**src/rtl/axi_pkg.sv**
```systemverilog
// Shared AXI4 read-side definitions for the instruction and data bridges.
// Holds the AR-channel constants and the AR handshake state encoding.
package axi_pkg;

    typedef enum logic {
        AR_IDLE = 1'b0,
        AR_BUSY = 1'b1
    } ar_state_t;

    localparam logic [2:0] ARSIZE_WORD  = 3'b010;
    localparam logic [1:0] ARBURST_INCR = 2'b01;
    localparam logic [3:0] INST_AXI_ID  = 4'h0;

endpackage

```
**src/rtl/inst_axi_rd_bridge.sv**
```systemverilog
// Instruction-fetch SRAM-like to single-beat AXI4 read bridge.
// In-order responses, up to MAX_OUTST fetches in flight.
//
//   state   | meaning
//   --------+-------------------------------------------------
//   AR_IDLE | no AR pending; a new fetch may be accepted
//   AR_BUSY | arvalid high, holding araddr until arready
module inst_axi_rd_bridge
    import axi_pkg::*;
#(
    parameter int          MAX_OUTST = 2,
    parameter logic [3:0]  AXI_ID    = INST_AXI_ID
) (
    input  logic        clk,
    input  logic        reset,
    input  logic        inst_sram_req,
    input  logic        inst_sram_wr,
    input  logic [3:0]  inst_sram_wstrb,
    input  logic [31:0] inst_sram_wdata,
    input  logic [31:0] inst_sram_addr,
    output logic        inst_sram_addr_ok,
    output logic        inst_sram_data_ok,
    output logic [31:0] inst_sram_rdata,
    output logic [3:0]  arid,
    output logic [31:0] araddr,
    output logic [7:0]  arlen,
    output logic [2:0]  arsize,
    output logic [1:0]  arburst,
    output logic [1:0]  arlock,
    output logic [3:0]  arcache,
    output logic [2:0]  arprot,
    output logic        arvalid,
    input  logic        arready,
    input  logic [3:0]  rid,
    input  logic [31:0] rdata,
    input  logic [1:0]  rresp,
    input  logic        rlast,
    input  logic        rvalid,
    output logic        rready
);

    localparam int              CNT_W   = $clog2(MAX_OUTST + 1);
    localparam logic [CNT_W-1:0] CNT_MAX = CNT_W'(MAX_OUTST);
    localparam logic [CNT_W-1:0] CNT_ONE = CNT_W'(1);

    ar_state_t        state_q, state_d;
    logic [CNT_W-1:0] outst_cnt;
    logic             accept;
    logic             r_hs;

    // Write-side inputs and unchecked R fields are intentionally dropped.
    logic unused_ok;
    assign unused_ok = ^{inst_sram_wr, inst_sram_wstrb, inst_sram_wdata, rid, rresp, rlast};

    assign accept = inst_sram_req & ~reset & (state_q == AR_IDLE) & (outst_cnt < CNT_MAX);
    assign r_hs   = rvalid & rready;

    assign inst_sram_addr_ok = accept;
    assign arvalid           = (state_q == AR_BUSY);
    assign rready            = 1'b1;

    assign arid    = AXI_ID;
    assign arlen   = 8'd0;
    assign arsize  = ARSIZE_WORD;
    assign arburst = ARBURST_INCR;
    assign arlock  = 2'b00;
    assign arcache = 4'b0000;
    assign arprot  = 3'b000;

    always_comb begin
        state_d = state_q;
        unique case (state_q)
            AR_IDLE: if (accept)  state_d = AR_BUSY;
            AR_BUSY: if (arready) state_d = AR_IDLE;
            default: state_d = AR_IDLE;
        endcase
    end

    always_ff @(posedge clk) begin
        if (reset) begin
            state_q <= AR_IDLE;
        end else begin
            state_q <= state_d;
        end
    end

    always_ff @(posedge clk) begin
        if (reset) begin
            araddr <= 32'd0;
        end else if (accept) begin
            araddr <= inst_sram_addr;
        end
    end

    // A response in the accept cycle frees its slot only from the next cycle.
    always_ff @(posedge clk) begin
        if (reset) begin
            outst_cnt <= '0;
        end else begin
            unique case ({accept, r_hs})
                2'b10:   outst_cnt <= outst_cnt + CNT_ONE;
                2'b01:   if (outst_cnt != '0) outst_cnt <= outst_cnt - CNT_ONE;
                default: outst_cnt <= outst_cnt;
            endcase
        end
    end

    always_ff @(posedge clk) begin
        if (reset) begin
            inst_sram_data_ok <= 1'b0;
            inst_sram_rdata   <= 32'd0;
        end else begin
            inst_sram_data_ok <= r_hs;
            if (r_hs) begin
                inst_sram_rdata <= rdata;
            end
        end
    end

`ifndef SYNTHESIS
    a_no_orphan_r: assert property (@(posedge clk) disable iff (reset) r_hs |-> (outst_cnt != '0));
`endif

endmodule

```
**config.mk**
```make
export PLATFORM = sky130hd
export DESIGN_NAME = inst_axi_rd_bridge
export DESIGN_NICKNAME = d
export VERILOG_FILES = /design/src/rtl/axi_pkg.sv /design/src/rtl/inst_axi_rd_bridge.sv
export SDC_FILE = /design/constraint.sdc
export NUM_CORES = 1
export LEC_CHECK = 0
export BUFFER_PORTS_ARGS = -buffer_cell sky130_fd_sc_hd__buf_2
export CAP_MARGIN = 20
export CORE_ASPECT_RATIO = 1.25
export CORE_MARGIN = 2
export CORE_UTILIZATION = 39
export DETAILED_ROUTE_END_ITERATION = 8
export GPL_TIMING_DRIVEN = 0
export PLACE_DENSITY = 0.79
export SLEW_MARGIN = 20
export SYNTH_ARGS = -nofsm -noshare
export SYNTH_HDL_FRONTEND = slang
export SYNTH_SLANG_ARGS = --single-unit
```
**constraint.sdc**
```tcl
create_clock -name clk -period 1.48 [get_ports clk]
set_input_delay 0.074 -clock clk [delete_from_list [all_inputs] [get_ports clk]]
set_output_delay 0.074 -clock clk [all_outputs]
set_load 0.03 [all_outputs]
```
==> impl_metrics.json <==
{
  "vias": 2483,
  "p_clk_frac": 0.332,
  "drive_gt1_frac": 0.393,
  "grt_pass1_wl_um": 11500,
  "synth.distinct_cells": 18,
  "gp_congestion": 0.680,
  "critical-path-max-stage-delay_ns": 0.33,
  "antenna_found_initial": 0,
  "clockBufferDepth": 2,
  "fin_util": 0.668,
  "grt_pass1_vias": 2423,
  "drcViolationCount": 0,
  "nNetsFinal": 602,
  "synthXorXnorAreaFrac": 0.00331,
  "fin_area_um2": 4380,
  "syn-cell-area_um2": 2650,
  "ys_ff_latch": 68,
  "drt-initial-drc-count": 64,
  "status": "completed",
  "seqPwrFrac": 0.435,
  "power.leakage_nw": 2.32,
  "place_area_um2": 3520,
  "grt_overflow": 0,
  "fin_hold_ws_ns": 0.00587,
  "finalSetupViolations": 0,
  "num_io_pins": 207,
  "cp_cell_sequence": "nor3b_2, buf_6, buf_12, nor2b_4, buf_6",
  "cts_root_buffer": "clkbuf_8",
  "crit_start": "outst_cnt[1]",
  "rsz0062_at_grt": "yes",
  "period_share": 0.970,
  "routed_wirelength_um": 7400,
  "grt_max_degree": 12,
  "crit_path_max_fanout": 3,
  "end_kind": "primary output",
  "r2r-start": "outst_cnt[1]",
  "cts_tree": "built",
  "p_int_mw": 3.28,
  "slew_violations": 0,
  "die_w_um": 77.7,
  "rows": 33,
  "cp-start-kind": "flip-flop",
  "cap_violations": 0,
  "cp.required_ns": 1.41,
  "fmax_mhz": 697,
  "routed_via_density": 4.27,
  "start_util": 0.403,
  "cp_slowest_cell": "dfxtp_2",
  "ir_drop_mv": 0.696,
  "area_delta_synth_final_pct": 65.8,
  "hpwl_um": 4440,
  "drtPass1Iterations": 4,
  "synth_cells": 257,
  "fin_skew_ns": 0.00517,
  "critPathKind": "flip-flop to primary output",
  "seq_area_frac_synth": 0.515,
  "timing.final.hold_violations": 0,
  "syn_area_per_cell_um2": 10.3,
  "die_y_um": 96.1,
  "p_sw_mw": 1.34,
  "synth_top_family_by_area": "multiplexers",
  "antenna_cells": 0,
  "yosys.area_share.simple": 0.105,
  "portBuffers": 133,
  "hold_path_class": "primary input to flip-flop",
  "antenna_left": 0,
  "core_area_um2": 6570,
  "h-tree-depth": 3,
  "synth_fa_ha_area_frac": 0,
  "cpMostUsedCell": "buf_6",
  "cts_made_buffers": 9,
  "arrival_ns": 1.36,
  "cts.sinks": 68,
  "worstSkewPairLatency_ns": 0.33,
  "power_density_nw_per_um2": 1050,
  "cts.clk_slew.worst_paths_ns": 0.07,
  "ys_warn_count": 0,
  "muxShareOfSynthArea": 0.242,
  "routedWlPerCell_um": 12.7,
  "design.die.area_um2": 7460,
  "track_usage": 0.199,
  "layout_min_cycle_time_ns": 1.44,
  "worstHoldStart": "inst_sram_addr[16]",
  "p_sw_frac": 0.290,
  "p_comb_frac": 0.233,
  "synth_compound_area_frac": 0.0132
}
[cell type report]
type                            count  area (um2)
Clock buffer                       12         155
Tap cell                           87         109
Sequential cell                    68        1360
Inverter                            4        15.0
Clock inverter                      4        47.5
Multi-Input combinational cell    167        1070
Timing Repair Buffer              196        1300
Buffer                             43         322
Fill cell                         522        2180
[power groups by stage]
stage          Clock [mW]  Sequential [mW]  Combinational, mW
6_report             1.53             2.01               1.07
5_1_grt              1.66             2.02               1.15
4_1_cts              1.58             2.01               1.05
3_5_place_dp            0             2.05              0.908
3_3_place_gp            0             2.04              0.894
2_1_floorplan           0             2.27              0.427
[cell usage after synthesis]
library cell,instances,area share
conb_1,2,0.0028
buf_6,4,0.017
nor2_1,66,0.094
a21oi_1,3,0.0057
xnor2_1,1,0.0033
clkbuf_1,5,0.0071
dfxtp_1,68,0.51
mux2i_1,64,0.24
a221oi_2,1,0.0057
nor3b_2,1,0.0047
inv_1,4,0.0057
o21ai_0,1,0.0019
buf_4,27,0.077
buf_1,1,0.0014
nand2_1,1,0.0014
nand4_1,1,0.0024
nor2b_1,1,0.0024
buf_2,6,0.011
[placed cells by master (no fill, tap or decap), drive strengths merged, types with 2 or more instances in the layout]
| master | instances |
|---|---|
| a21oi | 3 |
| buf | 174 |
| clkbuf | 17 |
| clkinv | 2 |
| conb | 27 |
| dfxtp | 68 |
| dlygate4sd3 | 60 |
| inv | 4 |
| mux2i | 64 |
| nor2 | 66 |
[per-stage QoR]
| step | instances | power (mW) | TNS (ns) | setup WS (ns) |
|---|---|---|---|---|
| 2_1_floorplan | 282 | 2.70 | 0 | 0.131 |
| 3_3_place_gp | 502 | 2.93 | 0 | 0.214 |
| 3_5_place_dp | 502 | 2.95 | 0 | 0.184 |
| 4_1_cts | 580 | 4.64 | 0 | 0.0428 |
| 5_1_grt | 581 | 4.83 | -0.0184 | -0.0184 |
| 6_report | 581 | 4.62 | 0 | 0.0446 |
[routing by layer]
layer | GRT usage | routed length (um) | vias to the layer above
met5 | 0 | 0 | -
met3 | 0.0535 | 490 | 14
met1 | 0.211 | 2790 | 1124
met2 | 0.371 | 3980 | 103
met4 | 0.0833 | 136 | 0
li1 | - | - | 1242
[logic make-up after synthesis]
logic type | Yosys count
multiplexers | 64
AND/OR/NAND/NOR | 70
AO/OA/AOI/OAI | 5
buffers and inverters | 47
XOR/XNOR | 1
other | 2
flip-flops | 68
[path summary, 6_finish.rpt]
path | end | slack (ns) | depth (start not counted)
hold reg to reg | araddr[13] | 0.49 | 2
hold / removal | araddr[16] | 0.006 | 3
setup / recovery | inst_sram_addr_ok | 0.04 | 5
setup reg to reg | araddr[8] | 0.08 | 6
[registers in the layout (all words and copies together), names as in the netlist]
signal,cells
araddr,32
inst_sram_rdata,32
outst_cnt,2
arvalid,1
inst_sram_data_ok,1
[timing repair]
| action | CTS | global route |
|---|---|---|
| gates cloned | 0 | 0 |
| pin swaps | 1 | 1 |
| gates resized for setup | 6 | 6 |
| setup endpoints to repair | 1 | 20 |
| hold endpoints to repair | 60 | 0 |
| hold buffers | 60 | 0 |
| setup buffers | 2 | 1 |
[critical path: cells and delay by family, from the launching register on]
family | cells | cell delay [ns]
buf+inv | 3 | 0.36
simple gates | 2 | 0.34
flops | 1 | 0.33
No activity file was read; power rests on OpenSTA's default activity.
